File: src/rtl/mem_stage_pkg.sv
// rtl/mem_stage_pkg.sv - EX/MEM and MEM/WB field layout, Mem_Con encodings and FSM states
package mem_stage_pkg;

    localparam int XLEN  = 32;
    localparam int RS_W  = 2;
    localparam int RD_W  = 5;
    localparam int EXM_W = 141;
    localparam int WB_W  = 104;

    localparam int EXM_PC_LSB     = 109;
    localparam int EXM_RS_LSB     = 107;
    localparam int EXM_PCSRC      = 106;
    localparam int EXM_REGCON     = 105;
    localparam int EXM_MEMCON_LSB = 103;
    localparam int EXM_BRANCH     = 102;
    localparam int EXM_SUM_LSB    = 70;
    localparam int EXM_ZERO       = 69;
    localparam int EXM_ALU_LSB    = 37;
    localparam int EXM_D2_LSB     = 5;
    localparam int EXM_RD_LSB     = 0;

    localparam int WB_RD_LSB    = 0;
    localparam int WB_ALU_LSB   = 5;
    localparam int WB_RDATA_LSB = 37;
    localparam int WB_REGCON    = 69;
    localparam int WB_RS_LSB    = 70;
    localparam int WB_PC_LSB    = 72;

    typedef enum logic [1:0] {
        MC_NONE  = 2'b00,
        MC_STORE = 2'b01,
        MC_LOAD  = 2'b10,
        MC_RSVD  = 2'b11
    } mem_con_e;

    typedef enum logic {
        IDLE = 1'b0,
        WAIT = 1'b1
    } state_e;

endpackage

File: src/rtl/mem_wb_pack.sv
// rtl/mem_wb_pack.sv - assembles the 104-bit MEM/WB word, all-zero when bubble is set
module mem_wb_pack
    import mem_stage_pkg::*;
(
    input  logic              bubble,
    input  logic [XLEN-1:0]   pc,
    input  logic [RS_W-1:0]   result_src,
    input  logic              reg_con,
    input  logic [XLEN-1:0]   read_data,
    input  logic [XLEN-1:0]   alu_result,
    input  logic [RD_W-1:0]   rd,
    output logic [WB_W-1:0]   word
);

    always_comb begin
        word = '0;
        if (!bubble) begin
            word[WB_PC_LSB    +: XLEN] = pc;
            word[WB_RS_LSB    +: RS_W] = result_src;
            word[WB_REGCON]            = reg_con;
            word[WB_RDATA_LSB +: XLEN] = read_data;
            word[WB_ALU_LSB   +: XLEN] = alu_result;
            word[WB_RD_LSB    +: RD_W] = rd;
        end
    end

endmodule

File: src/rtl/mem_stage.sv
// rtl/mem_stage.sv - pipeline MEM stage with data-memory handshake; MEM_STAGE_MISALIGN_CHK_EN adds alignment checking
module mem_stage
    import mem_stage_pkg::*;
(
    input  logic              clk,
    input  logic              rst,
    input  logic [EXM_W-1:0]  EX_MEM,
    output logic              dmem_req,
    output logic              dmem_we,
    output logic [XLEN-1:0]   dmem_addr,
    output logic [XLEN-1:0]   dmem_wdata,
    input  logic              dmem_ack,
    input  logic [XLEN-1:0]   dmem_rdata,
    output logic              stall,
    output logic              branch_taken,
    output logic [XLEN-1:0]   branch_target,
    output logic [WB_W-1:0]   MEM_WB
`ifdef MEM_STAGE_MISALIGN_CHK_EN
    ,
    output logic              misalign
`endif
);

    state_e          state, state_next;
    mem_con_e        mem_con;
    logic            is_load, is_store, bad_align, issue, bubble;
    logic [XLEN-1:0] alu_result, read_data;
    logic [WB_W-1:0] wb_next;

    assign mem_con    = mem_con_e'(EX_MEM[EXM_MEMCON_LSB +: 2]);
    assign is_load    = (mem_con == MC_LOAD);
    assign is_store   = (mem_con == MC_STORE);
    assign alu_result = EX_MEM[EXM_ALU_LSB +: XLEN];

`ifdef MEM_STAGE_MISALIGN_CHK_EN
    assign bad_align = (is_load | is_store) & (alu_result[1:0] != 2'b00);
`else
    assign bad_align = 1'b0;
`endif

    assign issue = (is_load | is_store) & ~bad_align;

    assign branch_taken  = EX_MEM[EXM_PCSRC] | (EX_MEM[EXM_BRANCH] & EX_MEM[EXM_ZERO]);
    assign branch_target = EX_MEM[EXM_SUM_LSB +: XLEN];
    assign dmem_addr     = alu_result;
    assign dmem_wdata    = EX_MEM[EXM_D2_LSB +: XLEN];

    always_comb begin
        state_next = state;
        dmem_req   = 1'b0;
        case (state)
            IDLE: begin
                dmem_req = issue;
                if (issue && !dmem_ack) state_next = WAIT;
            end
            WAIT: begin
                dmem_req = 1'b1;
                if (dmem_ack) state_next = IDLE;
            end
            default: state_next = IDLE;
        endcase
        // reset is asynchronous, so the request must also drop combinationally
        if (!rst) begin
            dmem_req   = 1'b0;
            state_next = IDLE;
        end
    end

    assign dmem_we   = dmem_req & is_store;
    assign stall     = dmem_req & ~dmem_ack;
    assign bubble    = stall | bad_align;
    assign read_data = (dmem_req & dmem_ack & is_load) ? dmem_rdata : '0;

    mem_wb_pack u_pack (
        .bubble     (bubble),
        .pc         (EX_MEM[EXM_PC_LSB +: XLEN]),
        .result_src (EX_MEM[EXM_RS_LSB +: RS_W]),
        .reg_con    (EX_MEM[EXM_REGCON]),
        .read_data  (read_data),
        .alu_result (alu_result),
        .rd         (EX_MEM[EXM_RD_LSB +: RD_W]),
        .word       (wb_next)
    );

    always_ff @(posedge clk or negedge rst) begin
        if (!rst) begin
            state  <= IDLE;
            MEM_WB <= '0;
        end else begin
            state  <= state_next;
            MEM_WB <= wb_next;
        end
    end

`ifdef MEM_STAGE_MISALIGN_CHK_EN
    always_ff @(posedge clk or negedge rst) begin
        if (!rst)           misalign <= 1'b0;
        else if (bad_align) misalign <= 1'b1;
    end
`endif

endmodule
File: config.mk
export PLATFORM = sky130hd
export DESIGN_NAME = mem_stage
export DESIGN_NICKNAME = d
export VERILOG_FILES = /design/src/rtl/mem_stage_pkg.sv /design/src/rtl/mem_wb_pack.sv /design/src/rtl/mem_stage.sv
export SDC_FILE = /design/constraint.sdc
export NUM_CORES = 1
export LEC_CHECK = 0
export CAP_MARGIN = 20
export CORE_AREA = 2 2 148 150
export DETAILED_ROUTE_END_ITERATION = 10
export DIE_AREA = 0 0 150 152
export PLACE_DENSITY = 0.63
export SYNTH_ARGS = -nofsm -noshare
export SYNTH_HDL_FRONTEND = slang
export SYNTH_SLANG_ARGS = --single-unit
export TNS_END_PERCENT = 10
File: constraint.sdc
create_clock -name clk -period 2.5 [get_ports clk]
set_input_delay 0.5 -clock clk [delete_from_list [all_inputs] [get_ports clk]]
set_output_delay 0.5 -clock clk [all_outputs]
set_load 0.03 [all_outputs]
==> flow_summary.toml <==
[synthesis]
synthesis.area_um2 = 4563
seq_area_frac_synth_pct = 57.58
avgSynthCellArea_um2 = 12.10
synth_xor_area_share_pct = 0
synth.area.top_cells = "dfrtp_1 (58%), buf_4 (16%), and3_1 (8.9%), a21boi_0 (6.9%), a21boi_1 (4.9%)"
synth_top_family_by_area = "buffers and inverters"
synth_adder_area_share_pct = 0.5484
syn_nets = 555
synth_compound_area_share_pct = 12.01
yosys.area_share.simple_pct = 9.761
synth.top_cell.area_share_pct = 57.58
synth_edf_count = 0
ys_types = 15
synth_top_area_cell = "dfrtp_1"
yosys_most_used_dff = "dfrtp_1"
synth_mux_area_share_pct = 0
yosys_warnings = 0
synth_cells = 377
async_flop_share_pct = 100.0
ys_seq_elements = 105

[placement]
place_hpwl_um = 11340
io_buffers = 251
place.gp.congestion = 0.7520
placed_area_um2 = 6606

[layout]
multi_input_area_um2 = 1026
n_antenna_cell = 0
areaGrowthSynthToFinish_pct = 51.03
layout-drive-gt1-share_pct = 5.682
nets = 702
fillCellCount = 2224
register_area_um2 = 2628
fin_area_um2 = 6892

[drt]
wirelength_um = 15040
vias = 3177
first_pass_iters = 4
ant_nets = 0
drt_iter0_drc = 130
wire_per_inst_um = 18.62
via_per_inst = 3.932
drcViolationCount = 0

[power_and_ir_drop]
clockPowerShare_pct = 33.3
switchingPower_w = 0.001205
p_total_w = 0.004107
p_int_w = 0.002902
power.leakage_nw = 3.114
power_frac_seq_pct = 44.1
ir_worst_vdd_mv = 0.3318
switching_share_pct = 29.35
p_per_area_nw_per_um2 = 595.9
pwr-share-comb_pct = 22.6

[sta]
drv_slew = 0
min_period_ps = 2321
worst_pin_slew_ps = 958.2
slew_headroom_pct = 36.12
hold_violations = 0
fmax_ghz = 0.4308
setup_viol = 0
whs_ps = 543.2
rsz0062_at_grt = "false"
finalCritPeriodShare_pct = 92.86
tns_ps = 0
fin_worst_skew_ps = 11.89

[critical_path]
crit_fanout = 6
cp.required_ps = 2000
path_class = "primary input to output pin"
crit_arrival_ps = 1820
end_kind = "output pin"
worstRegToRegCells = 3
startpoint_type = "primary input"

[clocking]
cts.sinks = 105
path_clk_slew_ps = 80
clock_latency_ps = 350
ctsHoldBuffers = 1
postCtsResizedCells = 0
h-tree-depth = 3
post_cts_buffers = 0
cts_tree = "yes"
clock_path_buffers = 2
cts-root-buf = "clkbuf_16"
cts_made_buffers = 9

[die]
die-area_um2 = 22800
die_y_um = 152
rows = 54
die_x_um = 150
core_area_um2 = 21350
ioPinCount = 380
initial_utilization_pct = 21.37

[global_route]
grt_pass1_vias = 3190
grtUsageTotal_pct = 12.86
antenna_found_initial = 0
grt_pass1_wl_um = 21520
grt_max_degree = 86
grt-ovfl-total = 0

[flow_run]
cap_violations = 0

[run_status]
status = "complete, no violations"

[worst_hold_path]
hold_path_class = "primary input to async pin"
## area by class of cell
cell class,count,share of cell area [%]
Multi-Input combinational cell,145,14.89
Tap cell,280,5.084
Sequential cell,105,38.13
Clock buffer,9,3.268
Inverter,2,0.1089
Timing Repair Buffer,261,37.80
Clock inverter,6,0.7262
## synth_stat cells, types with 2 or more instances
cell / instances
dfrtp_1: 105
a21boi_1: 30
buf_4: 96
a21boi_0: 42
and3_1: 65
buf_6: 10
ha_1: 2
clkbuf_2: 3
clkbuf_1: 15
and2_1: 3
inv_1: 2
## critical path: stages
cell and delay [ps]:
clkdlybuf4s50_1 480, inv_1 50, ha_1 330, nand2b_4 130, and3_1 170, buf_4 160
## final timing paths
check,start,to,slack (ps)
setup / recovery,EX_MEM[103],dmem_we,180
hold / removal,rst,MEM_WB[37],540
setup reg to reg,state,MEM_WB[71],1330
hold reg to reg,state,MEM_WB[101],790
max in group asynchronous,rst,MEM_WB[7],1290
min in group clk,EX_MEM[1],MEM_WB[1],690
## routing by layer
| metal | global-route usage (%) | wire [um] | vias up |
|---|---|---|---|
| met1 | 13.93 | 5459 | 1523 |
| met4 | 5.256 | 433 | 0 |
| met5 | 0 | 0 | - |
| met2 | 22.70 | 7875 | 168 |
| li1 | - | - | 1447 |
| met3 | 4.414 | 1276 | 39 |
## power groups by stage
stage                     Clock, W  Sequential, W  Combinational [W]
final                      0.00137        0.00181           0.000928
after global routing       0.00150        0.00182           0.000981
after CTS                  0.00143        0.00181           0.000940
after detailed placement         0        0.00185           0.000936
after global placement           0        0.00185           0.000934
after floorplan                  0        0.00204           0.000457
## metrics by stage
step                std cells  worst slack [ps]  utilization (%)
finish                    808             178.5            32.28
global route              808             151.8            32.28
CTS                       808             169.5            32.28
detailed placement        792             190.6            30.94
global placement          792             227.9            30.94
floorplan                 377             453.9                -
## flip-flops by register name (all words and copies together), names as in the netlist
name / count
MEM_WB: 104
state: 1
## logic make-up (layout without fill, tap and decap cells)
family / after synthesis / count (layout)
compound gates: 73 / 73
fa+ha+maj: 2 / 2
buf+inv: 127 / 278
flops: 105 / 105
simple gates: 70 / 70
## cell usage in the layout (no fill, tap or decap)
cell type        Yosys  layout
clkdlybuf4s50_1      0     247
dfrtp_1            105     105
and3_1              65      65
a21boi_0            42      42
a21boi_1            30      30
buf_4               96      11
clkbuf_16            0       9
and2_1               3       3
inv_6                0       3
inv_1                2       2
ha_1                 2       2
buf_12               0       2
nand2b_4             0       1
nor2b_4              1       1
a21o_1               1       1
inv_8                0       1
clkinv_2             0       1
clkinvlp_4           0       1
dlygate4sd3_1        0       1
(Power assumes the default switching activity.)
==> patch 1 (config.mk and constraints unchanged) <==
Take the reset off `MEM_WB` and load it in a clocked block of its own.
--- a/src/rtl/mem_stage.sv
+++ b/src/rtl/mem_stage.sv
@@ -85,11 +85,13 @@
     always_ff @(posedge clk or negedge rst) begin
         if (!rst) begin
             state  <= IDLE;
-            MEM_WB <= '0;
         end else begin
             state  <= state_next;
-            MEM_WB <= wb_next;
         end
+    end
+
+    always_ff @(posedge clk) begin
+        MEM_WB <= wb_next;
     end
 
 `ifdef MEM_STAGE_MISALIGN_CHK_EN
Behaviour: not the same (a bounded check fails within 4 cycles, from zero or initial values and one cycle with rst low).
==> patch 1 against the unedited design <==
Worst setup slack worse by 55 ps. Area after synthesis is 4.7% lower. Sequential cell count stayed put. Via count is 6.6% lower. Sequential share of layout area is 6.4 points lower. Non-clock buffer count is 2 lower. Design area is 3.7% lower. Routed wire length is 21% lower. Total power is 0.72% higher. Critical endpoint unchanged. Highest routed layer unchanged.
==> patch 1: results <==
[pwr]
ir_worst_vdd_v = 0.000251
swShare_pct = 29.5
pwr-share-clk_pct = 33.2
powerComb_uw = 969
power_mw = 4.14
leakagePower_nw = 2.43

[worst_hold_path]
hold_class = primary input to async pin

[place]
numPlacedInstances = 793
place_area_um2 = 6350
post-place-ws_ps = 97.8
dpl.hpwl_mm = 9.03
place.gp.congestion = 0.690

[detailed_routing]
wl_met1_mm = 4.45
wl_met3_mm = 1.43
wl_met2_mm = 5.69
vias_per_cell = 3.66
drt-initial-drc-count = 67
wl_per_cell_um = 14.7

[synthesis]
synth_compound_area_share_pct = 16.9
syn_nets = 554
synthAdderAreaFrac_pct = 0.575
synth_async_sr_flop_share_pct = 0.952
ys_seq_area_share_pct = 48.4
syn_inst = 376
yosys-top-cells-area = dfxtp_1 (48%), buf_4 (17%), a21boi_2 (13%), nor3_2 (6.9%), buf_6 (3.4%)
ys_top_cells_by_count = dfxtp_1 (104), buf_4 (96), a21boi_2 (50)

[global_route]
grt_util_met1_pct = 10.6
grt_max_degree = 45
antenna_found_initial = 1
grt_usage_pct = 10.2
grt_pass1_wl_mm = 17.3
grt_use_met2_pct = 17.2
grtUsageMet3_pct = 4.89

[sta]
whs_ps = 497
worstMarginPinSlew_ps = 485
finClkSkew_ps = 10.9
fin_crit_sh_pct = 95.0

[layout]
layoutNonFillerInstCount = 810
layout-drive-gt1-share_pct = 20.6

[critical_path]
r2r_slack_ps = 1200

[status]
status = finished clean

[cts]
cts_root_buf = clkbuf_16
patch 1: cell count changes after synthesis, moves of 20 or more:
cell      delta
dfxtp_1    +104
dfrtp_1    -104
a21boi_0    -30
nand2_1     +33
a21boi_1    -20
a21boi_2    +50
and3_1      -64
nor3_2      +30
patch 1: final timing paths:
path	startpoint	end	depth (start not counted)
min in group clk	state$_DFF_PN0_	MEM_WB[83]$_SDFF_PP0_	2
worst max register to register	state$_DFF_PN0_	MEM_WB[89]$_SDFF_PP0_	3
worst max-delay path	EX_MEM[103]	dmem_we	6
worst min register to register	state$_DFF_PN0_	MEM_WB[83]$_SDFF_PP0_	2
worst min-delay path	rst	state$_DFF_PN0_	2
max in group asynchronous	rst	state$_DFF_PN0_	2
patch 1: layout make-up:
class,count,area (um^2)
antenna,1,2.50
timing repair buffer,259,2630
sequential,105,2110
inverter,2,7.51
tap,280,350
clock buffer,10,229
fill,2251,14700
multi-input combinational,147,1260
clock inverter,6,51.3
==> patch 2 (config.mk and constraints unchanged) <==
Made on the original files. Change the package constant `WB_PC_LSB` from 72 to 36.
--- a/src/rtl/mem_stage_pkg.sv
+++ b/src/rtl/mem_stage_pkg.sv
@@ -24,7 +24,7 @@
     localparam int WB_RDATA_LSB = 37;
     localparam int WB_REGCON    = 69;
     localparam int WB_RS_LSB    = 70;
-    localparam int WB_PC_LSB    = 72;
+    localparam int WB_PC_LSB    = 36;
 
     typedef enum logic [1:0] {
         MC_NONE  = 2'b00,
Check against the original RTL: not equivalent (a bounded check fails within 4 cycles, from zero or initial values and one cycle with rst low).
==> patch 2 against the unedited design <==
Via count decreased by 21%. Critical path depth stayed put. Total power down 23%. Design area down 21%. Critical endpoint is now dmem_req. Routed wire length is 21% lower. Non-clock buffer count decreased by 66. Worst setup slack better by 25 ps. First-iteration DRC count down 39%. Worst hold slack worse by 480 ps. Synthesized cell count decreased by 10%. Largest power group unchanged. Area after synthesis fell by 15%. Sequential cell count down 32.
==> patch 2: results <==
[global_route]
grt_usage_pct = 10.2
grtUsageMet3_pct = 6.58
grt_util_met1_pct = 10.6
grt_max_degree = 47
grt_pass1_vias = 2530
grt_pass1_wl_mm = 17.0
grt_use_met2_pct = 16.5

[critical_path]
worstReg2RegEnd = MEM_WB[46]$_DFF_PN0_
arrival_ps = 1800
worst-path-max-fanout = 6
r2r_slack_ps = 1180
worstSetupEndpoint = dmem_req
rr_worst_depth = 3

[detailed_routing]
drt-initial-drc-count = 79
routed_wl_mm = 12.0
dr.pass1.iters = 6
vias_per_cell = 3.55
vias = 2524

[cts]
clock_latency_ps = 330
cts.sinks = 73
cts_root_buf = clkbuf_16
clk_pin_slew_worst_paths_ps = 60

[sta]
worstMarginPinSlew_ps = 986
finClkSkew_ps = 7.93

[place]
place.gp.congestion = 0.742
io_buffers = 187
numPlacedInstances = 695
dpl.hpwl_mm = 9.22

[pwr]
ir_worst_vdd_v = 0.000270
leakagePower_nw = 2.51
power.switching_uw = 950

[status]
status = finished clean

[worst_hold_path]
hold_class = primary input to async pin

[layout]
reg_top3 = MEM_WB (72), state (1)
fillers = 2279
layout.nets = 604
layout-drive-gt1-share_pct = 16.3

[synthesis]
yosys-top-cells-area = dfrtp_1 (47%), buf_4 (25%), a21boi_2 (12%), and3_1 (11%), buf_6 (1.5%)
ys_seq_area_share_pct = 47.3
ys_top_cells_by_count = buf_4 (128), dfrtp_1 (73), and3_1 (65)
syn_inst = 338
ys_warn_count = 0
patch 2: cell count changes after synthesis, moves of 5 or more:
cell	delta
dfrtp_1	-32
a21boi_1	-30
clkbuf_1	-12
buf_4	+32
a21boi_0	-42
buf_2	+8
a21boi_2	+40
buf_6	-5
patch 2: final cells by class:
| class | count | area share, % |
|---|---|---|
| inverters | 2 | 0.139 |
| clock inverters | 6 | 0.670 |
| multi-input cells | 145 | 19.4 |
| repair buffers | 195 | 35.4 |
| flip-flops and latches | 73 | 33.7 |
| well taps | 280 | 6.47 |
| clock buffers | 9 | 4.16 |
patch 2: logic make-up (layout without fill, tap and decap cells):
group / after synthesis / in the layout / synth area share, %
simple gates: 70 / 70 / 11.6
flops: 73 / 73 / 47.3
buf+inv: 151 / 212 / 28.5
fa+ha+maj: 2 / 2 / 0.648
compound gates: 41 / 41 / 11.9
other cells: 1 / 32 / 0.0971
patch 2: worst min-delay path by stage:
stage | to | slack (ps) | depth (start not counted)
finish | MEM_WB[56]$_DFF_PN0_ | 70 | 1
global route | MEM_WB[51]$_DFF_PN0_ | 60 | 1
CTS | MEM_WB[56]$_DFF_PN0_ | 50 | 1
detailed placement | MEM_WB[48]$_DFF_PN0_ | 420 | 1
global placement | MEM_WB[68]$_DFF_PN0_ | 420 | 1
floorplan | MEM_WB[0]$_DFF_PN0_ | 200 | 0
patch 2: routing by layer:
layer | part of all wire [%] | wire [um]
met1 | 36 | 4300
met2 | 46 | 5510
met3 | 16 | 1860
met4 | 2.4 | 287
met5 | 0 | 0
patch 2: metrics by stage:
| stage | instance area (um^2) | total power, mW | utilization [%] | worst slack, ps |
|---|---|---|---|---|
| 2_1_floorplan | 3980 | 1.94 | - | 527 |
| 3_3_place_gp | 5160 | 2.03 | 24.2 | 144 |
| 3_5_place_dp | 5160 | 2.03 | 24.2 | 86.4 |
| 4_1_cts | 5420 | 3.23 | 25.4 | 174 |
| 5_1_grt | 5420 | 3.32 | 25.4 | 106 |
| 6_report | 5420 | 3.16 | 25.4 | 204 |
patch 2: power by group through the flow:
stage               clock network [mW]  logic, mW  registers (mW)
floorplan                            0      0.551            1.38
global placement                     0      0.761            1.27
detailed placement                   0      0.763            1.27
CTS                               1.21      0.767            1.25
global route                      1.27      0.801            1.25
finish                            1.15      0.756            1.25
patch 2: critical path, cell delays in order:
cell and delay (ps):
clkdlybuf4s50_1 490, inv_1 50, ha_1 320, nand2b_4 120, and2_1 150, buf_4 170
